[src/rtl/multicycle_ctrl.sv]
`default_nettype none
// ============================================================================
// Module   : multicycle_ctrl
// Purpose  : Multi-cycle control FSM for the simple RV32I core. Sequences
//            FETCH / DECODE / EXEC / MEM / WB over a shared datapath with a
//            single ALU and a single memory port, and handshakes with memory.
// Ports    : clk, rst (async, active-high)
//            instr[31:0]           IR contents (valid from DECODE onward)
//            mem_ready             memory completed the current request
//            branch_cond           datapath branch comparison result
//            mem_req, mem_we       memory request / store qualifier
//            ir_we, pc_we, pc_sel  IR load, PC update, PC source select
//            alu_op, alu_f7_5      controls into alu_control
//            alu_src_b             ALU operand B select (0 rs2, 1 imm)
//            reg_we, wb_sel        register write enable / writeback source
//            illegal               sticky illegal-opcode flag
//            state[2:0]            current FSM state (debug)
// Options  : define CTRL_PERF_EN to add cycle_cnt / instret_cnt counters
//            (width CNT_W).
// Revision : 1.0 - initial release
// ============================================================================
module multicycle_ctrl #(
    parameter int CNT_W = 32
) (
    input  logic        clk,
    input  logic        rst,
    input  logic [31:0] instr,
    input  logic        mem_ready,
    input  logic        branch_cond,
    output logic        mem_req,
    output logic        mem_we,
    output logic        ir_we,
    output logic        pc_we,
    output logic [1:0]  pc_sel,
    output logic [1:0]  alu_op,
    output logic        alu_f7_5,
    output logic        alu_src_b,
    output logic        reg_we,
    output logic [1:0]  wb_sel,
    output logic        illegal,
    output logic [2:0]  state
`ifdef CTRL_PERF_EN
    ,
    output logic [CNT_W-1:0] cycle_cnt,
    output logic [CNT_W-1:0] instret_cnt
`endif
);

    typedef enum logic [2:0] {
        S_FETCH  = 3'd0,
        S_DECODE = 3'd1,
        S_EXEC   = 3'd2,
        S_MEM    = 3'd3,
        S_WB     = 3'd4,
        S_HALT   = 3'd7
    } state_t;

    localparam logic [6:0] OP_R      = 7'b0110011;
    localparam logic [6:0] OP_I_ALU  = 7'b0010011;
    localparam logic [6:0] OP_LOAD   = 7'b0000011;
    localparam logic [6:0] OP_STORE  = 7'b0100011;
    localparam logic [6:0] OP_BRANCH = 7'b1100011;
    localparam logic [6:0] OP_LUI    = 7'b0110111;
    localparam logic [6:0] OP_JAL    = 7'b1101111;

    if (CNT_W < 1) begin : g_cnt_w_check
        $error("multicycle_ctrl: CNT_W must be at least 1");
    end

    state_t      r_state;
    state_t      w_next_state;
    logic        r_illegal;

    logic [6:0]  w_opcode;
    logic [2:0]  w_funct3;
    logic        w_is_r, w_is_i, w_is_load, w_is_store;
    logic        w_is_branch, w_is_lui, w_is_jal, w_is_legal;
    logic [1:0]  w_dec_alu_op;
    logic        w_dec_src_b;
    logic        w_dec_f7_5;
    logic        w_unused_instr;

    assign w_opcode    = instr[6:0];
    assign w_funct3    = instr[14:12];
    assign w_is_r      = (w_opcode == OP_R);
    assign w_is_i      = (w_opcode == OP_I_ALU);
    assign w_is_load   = (w_opcode == OP_LOAD);
    assign w_is_store  = (w_opcode == OP_STORE);
    assign w_is_branch = (w_opcode == OP_BRANCH);
    assign w_is_lui    = (w_opcode == OP_LUI);
    assign w_is_jal    = (w_opcode == OP_JAL);
    assign w_is_legal  = w_is_r | w_is_i | w_is_load | w_is_store |
                         w_is_branch | w_is_lui | w_is_jal;

    // Register/immediate fields are consumed by the datapath, not here.
    assign w_unused_instr = ^{instr[31], instr[29:15], instr[11:7]};

    // ALU control decode. instr[30] is only a real funct7 bit for R-type and
    // the shift-right immediates; elsewhere it is immediate data and must not
    // turn e.g. ADDI with a negative immediate into SUB.
    always_comb begin
        w_dec_alu_op = 2'b00;
        w_dec_src_b  = 1'b1;
        w_dec_f7_5   = 1'b0;
        if (w_is_r) begin
            w_dec_alu_op = 2'b10;
            w_dec_src_b  = 1'b0;
            w_dec_f7_5   = instr[30];
        end else if (w_is_i) begin
            w_dec_alu_op = 2'b10;
            w_dec_f7_5   = (w_funct3 == 3'b101) ? instr[30] : 1'b0;
        end else if (w_is_branch) begin
            w_dec_alu_op = 2'b01;
            w_dec_src_b  = 1'b0;
        end else if (w_is_lui) begin
            w_dec_alu_op = 2'b11;
        end
    end

    always_ff @(posedge clk or posedge rst) begin
        if (rst) begin
            r_state   <= S_FETCH;
            r_illegal <= 1'b0;
        end else begin
            r_state <= w_next_state;
            if (w_next_state == S_HALT) begin
                r_illegal <= 1'b1;
            end
        end
    end

    // Outputs are gated by rst so that an asynchronous reset drops any held
    // memory request in the same cycle, not at the next edge.
    always_comb begin
        w_next_state = r_state;
        mem_req      = 1'b0;
        mem_we       = 1'b0;
        ir_we        = 1'b0;
        pc_we        = 1'b0;
        pc_sel       = 2'b10;
        alu_op       = 2'b00;
        alu_f7_5     = 1'b0;
        alu_src_b    = 1'b0;
        reg_we       = 1'b0;
        wb_sel       = 2'b00;
        if (!rst) begin
            case (r_state)
                S_FETCH: begin
                    mem_req = 1'b1;
                    if (mem_ready) begin
                        ir_we        = 1'b1;
                        pc_we        = 1'b1;
                        pc_sel       = 2'b00;
                        w_next_state = S_DECODE;
                    end
                end
                S_DECODE: begin
                    w_next_state = w_is_legal ? S_EXEC : S_HALT;
                end
                S_EXEC: begin
                    alu_op    = w_dec_alu_op;
                    alu_f7_5  = w_dec_f7_5;
                    alu_src_b = w_dec_src_b;
                    if (w_is_load || w_is_store) begin
                        w_next_state = S_MEM;
                    end else if (w_is_branch) begin
                        pc_we        = branch_cond;
                        pc_sel       = 2'b01;
                        w_next_state = S_FETCH;
                    end else if (w_is_jal) begin
                        // Link value PC+4 comes from the datapath's PC-old copy.
                        pc_we        = 1'b1;
                        pc_sel       = 2'b01;
                        reg_we       = 1'b1;
                        wb_sel       = 2'b10;
                        w_next_state = S_FETCH;
                    end else if (w_is_r || w_is_i || w_is_lui) begin
                        w_next_state = S_WB;
                    end else begin
                        w_next_state = S_HALT;
                    end
                end
                S_MEM: begin
                    // ALU controls stay applied so the address stays stable.
                    alu_op    = w_dec_alu_op;
                    alu_f7_5  = w_dec_f7_5;
                    alu_src_b = w_dec_src_b;
                    mem_req   = 1'b1;
                    mem_we    = w_is_store;
                    if (mem_ready) begin
                        w_next_state = w_is_load ? S_WB : S_FETCH;
                    end
                end
                S_WB: begin
                    alu_op       = w_dec_alu_op;
                    alu_f7_5     = w_dec_f7_5;
                    alu_src_b    = w_dec_src_b;
                    reg_we       = 1'b1;
                    wb_sel       = w_is_load ? 2'b01 : 2'b00;
                    w_next_state = S_FETCH;
                end
                S_HALT: begin
                    w_next_state = S_HALT;
                end
                default: begin
                    w_next_state = S_HALT;
                end
            endcase
        end
    end

    assign illegal = r_illegal;
    assign state   = r_state;

`ifdef CTRL_PERF_EN
    logic [CNT_W-1:0] r_cycle_cnt;
    logic [CNT_W-1:0] r_instret_cnt;

    always_ff @(posedge clk or posedge rst) begin
        if (rst) begin
            r_cycle_cnt   <= '0;
            r_instret_cnt <= '0;
        end else begin
            if (r_state != S_HALT) begin
                r_cycle_cnt <= r_cycle_cnt + CNT_W'(1);
            end
            // An instruction retires when control returns to FETCH.
            if ((w_next_state == S_FETCH) &&
                ((r_state == S_EXEC) || (r_state == S_MEM) || (r_state == S_WB))) begin
                r_instret_cnt <= r_instret_cnt + CNT_W'(1);
            end
        end
    end

    assign cycle_cnt   = r_cycle_cnt;
    assign instret_cnt = r_instret_cnt;
`endif

endmodule
`default_nettype wire

[config.mk]
export PLATFORM = sky130hd
export DESIGN_NAME = multicycle_ctrl
export DESIGN_NICKNAME = d
export VERILOG_FILES = /design/src/rtl/multicycle_ctrl.sv
export SDC_FILE = /design/constraint.sdc
export NUM_CORES = 1
export LEC_CHECK = 0
export ABC_AREA = 0
export CAP_MARGIN = 20
export CELL_PAD_IN_SITES_DETAIL_PLACEMENT = 1
export CELL_PAD_IN_SITES_GLOBAL_PLACEMENT = 1
export CORE_MARGIN = 8
export CORE_UTILIZATION = 20
export CTS_BUF_LIST = sky130_fd_sc_hd__clkbuf_2
export CTS_CLUSTER_SIZE = 12
export DETAILED_ROUTE_END_ITERATION = 10
export PLACE_DENSITY = 0.79
export SETUP_SLACK_MARGIN = 0.02
export SKIP_LAST_GASP = 1
export SYNTH_ARGS = -nofsm -noshare
export SYNTH_HDL_FRONTEND = slang
export SYNTH_SLANG_ARGS = --single-unit
[constraint.sdc]
create_clock -name clk -period 1.98 [get_ports clk]
set_input_delay 0.396 -clock clk [delete_from_list [all_inputs] [get_ports clk]]
set_output_delay 0.396 -clock clk [all_outputs]
set_load 0.1 [all_outputs]
==> summary.md, run 1 <==
| Metric | Value |
|---|---|
| Run status | complete, but fails checks |
| Failing checks | negative setup slack |
| Initial Util | 20.79% |
| RSZ-0062 raised after global routing | yes |
| Largest net degree at the start of global routing | 8 |
| Via/cell ratio | 5.111 |
| Sequential power share | 12.5% |
| Number of synthesized flops with an enable pin | 0 |
| Die Height | 71.87 um |
| Synthesis-to-layout area growth | 206.4% |
| Endpoints failing setup | 10 |
| Nets@finish | between 200 and 250 |
| Slowest CP cell | dfrtp_4 |
| Switching Share | 52.09% |
| Cell Chain, Critical Path | nor3b_4 > o21ai_4 > buf_6 > o41ai_4 > buf_12 |
| Fillers | 329 |
| Crit path capture type | primary output |
| Post-synth top area cell | dfrtp_1 |
| Power after layout | 1078 uW |
| Aggregate global routing overflow | 0 |
| CTS tree | built |
| Root buffer cell | clkbuf_2 |
| Die area | 0.005165 mm^2 |
| Psw | 561.6 uW |
| Minimum clock period | between 2 and 2.5 ns |
| Fmax | roughly 440 MHz |
| Die Wd | 71.87 um |
| Final Util | 63.71% |
| Clk_skew | 0.01949 ns |
| Diode count | 0 |
| Count leader, synth | nand2_1 |
| Total power per unit cell area | 563.6 mW/mm^2 |
| Internal Pwr Total | 516.6 uW |
| H-tree depth | 1 |
| Mapped Nets | 127 |
| Library cells used by synthesis | 35 |
| Clk pwr share | 9.2% |
| Most used DFF post-synth | dfrtp_1 |
| CP peak stage delay | slightly above 0.5 ns |
| Critical path startpoint category | flip-flop |
| Detailed-route wire length | 4053 um |
| Seq/Total Area, Yosys | 16.03% |
| Worst Path Required | 1.58 ns |
| I/O Pins | 53 |
| VDD IR-drop max | approximately 0.28 mV |
| Relative slew slack | 72.93% |
| Combinational share of power | 78.2% |
| Clock tree sinks | 4 |
| Starting DRT DRC Count | 33 |
| Yosys reg bits | 4 |
| Initial antenna violation count | 0 |
| Top-area cell type share of the netlist area | between 10% and 20% |
| Count of final max-slew check failures | 0 |
| Post-DP HPWL | 2756 um |
| Top cells by count, synth | nand2_1, a21oi_1, nor3_1, nor4_1 |
| Final instance area | 0.001913 mm^2 |
| Setup WS post-layout | -0.2715 ns |
| Post-synthesis cell count | 91 |
| CP max FO | 3 |
| Critical Setup Path Class | flip-flop to primary output |
| Top post-synthesis cells by area | dfrtp_1, nand2_1, nor4_1, o31ai_1, a21oi_1 |
| Hold WC Path Type | primary input to asynchronous set/reset pin |
| CTS Buffer Depth | 2 |
| First-pass GRT wire length | between 6000 and 7000 um |
| Synthesized area | about 620 um^2 |
| Via count | roughly 1100 |
| Final Hold Vio Count | 0 |
| Antenna-violating nets left | 0 |
| Cts hold-fix bufs | 0 |
| Dpl ws | -0.4696 ns |
| WP data arrival | 1.86 ns |
| Clk_lat worst skew | around 0.24 ns |
| Num CTS Buffers | 3 |
| Ratio of cells with drive above 1 in the final layout | between 70% and 80% |
| Placed cell areas | 0.001560 mm^2 |
| Clk pin slew, worst setup/hold paths | 0.07 ns |
| Max-Cap Viols | 0 |
| Vias in the first global route | around 1200 |
| Tcrit/Tclk final | 113.7% |
| Routed WL per cell | between 15 and 20 um |
| Core area | 0.003003 mm^2 |
| GRT Overall Usage | 14.97% |
| Worst slew pin tran | 0.4003 ns |
| YS warnings | 0 |
| DRC viols | 0 |
| Post-synth ARST share | 100.0% |
| TritonRoute pass-1 iters | 4 |
| Port buffer count | 31 |
| Leak pwr | between 0.0008 and 0.0009 uW |
| Mapped Avg Cell Area | 6.861 um^2 |
| Core Rows | 20 |
| GPL Wtd Cong | 0.8542 |
[area by class of cell]
type / instances / area [um^2] / share of cell area, %
clock buffer: 4 / 20.02 / 1.046
inverter: 5 / 18.77 / 0.9810
multi-input combinational: 76 / 802.0 / 41.92
sequential: 4 / 111.4 / 5.821
tap: 33 / 41.29 / 2.158
timing repair buffer: 86 / 919.6 / 48.07
[worst max-delay path: cells and delay by family, from the launching register on]
family                 cells  cell delay [ns]
buffers and inverters      2             0.35
AOI/OAI and AO/OA          2             0.47
DFF                        1             0.51
and+or+nand+nor            1             0.28
[power groups by stage]
stage / clock network, uW / logic [uW] / registers [uW]
floorplan: 0 / 279 / 243
finish: 99.7 / 844 / 135
global route: 106 / 882 / 137
global placement: 0 / 647 / 133
CTS: 97.4 / 747 / 135
detailed placement: 0 / 667 / 134
[placed cells by master, fill, tap and decap left out, drive strengths merged, types with 2 or more instances in the layout]
master,n
clkdlybuf4s15,2
nand2b,4
nand3,4
nor2,6
dfrtp,4
nor4,7
dlygate4sd2,2
and2,3
buf,75
nor3,6
inv,5
o31ai,5
a21oi,7
o21ai,6
nand2,12
clkdlybuf4s50,6
xor2,2
clkbuf,5
[sequential cells by signal, indices dropped and copies added (netlist names)]
register,count
illegal,1
state,3
[kinds of logic after synthesis]
| logic type | share of synthesized area [%] |
|---|---|
| AND/OR/NAND/NOR | 43.09 |
| AO/OA/AOI/OAI | 27.46 |
| buffers and inverters | 8.819 |
| flip-flops | 16.03 |
| XOR/XNOR | 2.806 |
| multiplexers | 1.803 |
[stage by stage]
step	instances	hold WS [ns]	setup TNS, ns
finish	208	0.2996	-1.657
global route	208	0.3205	-2.220
global placement	186	0.4669	-4.783
CTS	201	0.4477	-1.504
detailed placement	186	0.4764	-5.702
floorplan	91	0.5544	-5.184
[layer usage]
layer  vias to the layer above  global-route usage [%]  routed length, um
met2                        39                   30.16               2293
met1                       509                   14.07               1479
li1                        507                       -                  -
met3                         8                   3.487                218
met5                         -                       0                  0
met4                         0                   5.215                 61
[final timing paths]
kind | from | endpoint | slack, ns | cells after the start
min | rst | state[0] | 0.30 | 3
min reg2reg | illegal | illegal | 0.51 | 2
max in group asynchronous | rst | state[1] | 1.54 | 3
min in group clk | illegal | illegal | 0.51 | 2
max | state[0] | reg_we | -0.27 | 5
max reg2reg | state[0] | illegal | 0.07 | 7
[timing repair]
item	4_1_cts	5_1_grt
gates resized for setup	46	24
pin swaps	16	18
buffers inserted	12	11
setup endpoints to repair	15	14
No activity file was read; power rests on OpenSTA's default activity.
==> run 2: changes to the inputs <==
Settings changed: CORE_MARGIN 8 to 2, CORE_UTILIZATION 20 to 22, PLACE_DENSITY 0.79 to 0.85.
Clock period 1.98 ns to 2.59 ns, I/O delays scaled along.
==> summary.md, run 2 (synthesis gave the netlist of run 1 again) <==
| Metric | Value |
|---|---|
| Synthesis-to-layout area growth | 127.9% (was 206.4%) |
| Via count | 931 (was 1063) |
| Hold WC Path Type | flip-flop to flip-flop (was primary input to asynchronous set/reset pin) |
| Final Hold Vio Count | 0 (unchanged) |
| Clk_lat worst skew | 0.22 ns (was 0.24 ns) |
| Vias in the first global route | 997 (was 1234) |
| Clk pin slew, worst setup/hold paths | 0.04 ns (was 0.07 ns) |
| Setup WS post-layout | 0.08219 ns (was -0.2715 ns) |
| Die area | 0.003280 mm^2 (was 0.005165 mm^2) |
| Multi-input logic area | 634.4 um^2 (was 802.0 um^2) |
| Endpoints failing setup | 0 (was 10) |
| Run status | complete, no violations (was complete, but fails checks) |
| Diode count | 0 (unchanged) |
| CTS tree | built (unchanged) |
| Aggregate global routing overflow | 0 (unchanged) |
| Power after layout | 574.6 uW (was 1078 uW) |
| Fmax | 398.8 MHz |
| Commonest non-fill, non-tap cell in the layout | buf_4 (unchanged) |
| Num CTS Buffers | 3 (unchanged) |
| Clk_skew | 0.01598 ns (was 0.01949 ns) |
| Hold path startpoint | illegal |
| Port buffer count | 31 (unchanged) |
| Die Wd | 57.27 um (was 71.87 um) |
| Sequential Area | 111.4 um^2 (unchanged) |
| Post-CTS Setup Inserts | 0 (was 12) |
| Worst Path Required | 2.07 ns (was 1.58 ns) |
| Antenna-violating nets left | 0 (unchanged) |
| Total power per unit cell area | 403.9 mW/mm^2 (was 563.6 mW/mm^2) |
| Root buffer cell | clkbuf_2 (unchanged) |
| GRT Overall Usage | 17.28% (was 14.97%) |
| Worst slew pin tran | 0.3797 ns (was 0.4003 ns) |
| Initial Util | 22.84% (was 20.79%) |
| Leak pwr | 0.0005880 uW (was 0.0008517 uW) |
| H-tree depth | 1 (unchanged) |
| R2r worst-path depth | 5 (was 7) |
| Fillers | 329 (unchanged) |
| Clock tree sinks | 4 (unchanged) |
| Relative slew slack | 74.34% (was 72.93%) |
| Ratio of cells with drive above 1 in the final layout | 51.75% (was 73.14%) |
| WP data arrival | 1.99 ns (was 1.86 ns) |
| Worst Setup SP | instr[2] (was state[0]) |
| Hold path depth | 2 |
| Final instance area | 0.001423 mm^2 (was 0.001913 mm^2) |
| Count of final max-slew check failures | 0 (unchanged) |
| Placed cell areas | 0.001371 mm^2 (was 0.001560 mm^2) |
| Core area | 0.002734 mm^2 (was 0.003003 mm^2) |
| Detailed-route wire length | 2780 um (was 4053 um) |
| VDD IR-drop max | 0.4463 mV (was 0.2809 mV) |
| Worst R2R Setup Slack | 0.86 ns (was 0.07 ns) |
| Tcrit/Tclk final | 96.83% |
| Starting DRT DRC Count | 27 (was 33) |
| Nets@finish | 180 (was 212) |
| DRC viols | 0 (unchanged) |
| First-pass GRT wire length | 4471 um (was 6175 um) |
| Critical Setup Path Class | primary input to primary output (was flip-flop to primary output) |
| Critical path startpoint category | primary input (was flip-flop) |
| I/O Pins | 53 (unchanged) |
| Post-DP HPWL | 2224 um (was 2756 um) |
| Via/cell ratio | 5.351 (was 5.111) |
| Hold path endpoint | illegal |
| Max reg flops | 3 (unchanged) |
| Crit path capture type | primary output (unchanged) |
| Hold_ws | 0.4895 ns (was 0.2996 ns) |
| R2R Path Start | state[2] (was state[0]) |
| GPL Wtd Cong | 0.8101 (was 0.8542) |
| Minimum clock period | 2.508 ns |
| TritonRoute pass-1 iters | 4 (unchanged) |
| Largest net degree at the start of global routing | 14 (was 8) |
| RSZ-0062 raised after global routing | no (was yes) |
| CP max FO | 4 (was 3) |
| Max-Cap Viols | 0 (unchanged) |
| Die Height | 57.27 um (was 71.87 um) |
| Core Rows | 19 (was 20) |
| Routed WL per cell | 15.98 um (was 19.49 um) |
| Most frequent cells in the layout | buf_4, buf_12, nand2_1 (was buf_4, buf_12, buf_6) |
| Initial antenna violation count | 0 (unchanged) |
| Dpl ws | -0.2420 ns (was -0.4696 ns) |
| CTS Buffer Depth | 2 (unchanged) |
| Reg2reg end | illegal (unchanged) |
==> run 2: per-stage QoR <==
step / std cells / TNS, ns / utilization [%]
global route: 174 / 0 / 52.04
detailed placement: 170 / -1.220 / 50.16
CTS: 174 / 0 / 51.49
global placement: 170 / -0.8297 / 50.16
finish: 174 / 0 / 52.04
floorplan: 91 / -1.515 / -
==> run 2: how the worst max path moves through the flow <==
stage,to,cells after the start
5_1_grt,pc_we,6
2_1_floorplan,mem_we,4
3_5_place_dp,wb_sel[0],6
4_1_cts,pc_we,6
3_3_place_gp,wb_sel[0],6
6_report,pc_we,6
==> run 2: metal layers <==
| metal | wire length [um] | track usage (%) |
|---|---|---|
| met5 | 0 | 0 |
| met4 | 91 | 7.309 |
| met3 | 135 | 3.628 |
| met2 | 1543 | 31.86 |
| met1 | 1010 | 19.00 |
==> run 2: layout make-up <==
type | count | area share, %
Tap cell | 31 | 2.726
Multi-Input combinational cell | 76 | 44.59
Inverter | 5 | 1.319
Sequential cell | 4 | 7.828
Timing Repair Buffer | 54 | 42.13
Clock buffer | 4 | 1.407
==> run 2: repair_timing <==
| action | CTS | global route |
|---|---|---|
| gates cloned | 0 | 0 |
| resized for setup | 13 | 3 |
| hold buffers | 0 | 0 |
| endpoints found under the hold margin | 0 | 0 |
| pin swaps | 4 | 2 |
| endpoints found under the setup margin | 9 | 3 |
==> run 2: critical path, cell delays in order <==
cell	delay, ns
clkdlybuf4s15_1	0.26
or4_4	0.58
o21ai_4	0.16
o31ai_1	0.09
and2_2	0.21
buf_12	0.16
==> run 2: power breakdown <==
| group | internal (uW) | switching [uW] | total (uW) |
|---|---|---|---|
| registers | 83.2 | 50.2 | 133 |
| logic | 121 | 247 | 368 |
| clock network | 40.8 | 32.0 | 72.8 |
==> run 3: changes to the inputs <==
Settings changed: ABC_AREA 0 to not set.
==> results of run 3 <==
Final layout, timing and power as in run 2 (identical DEF).
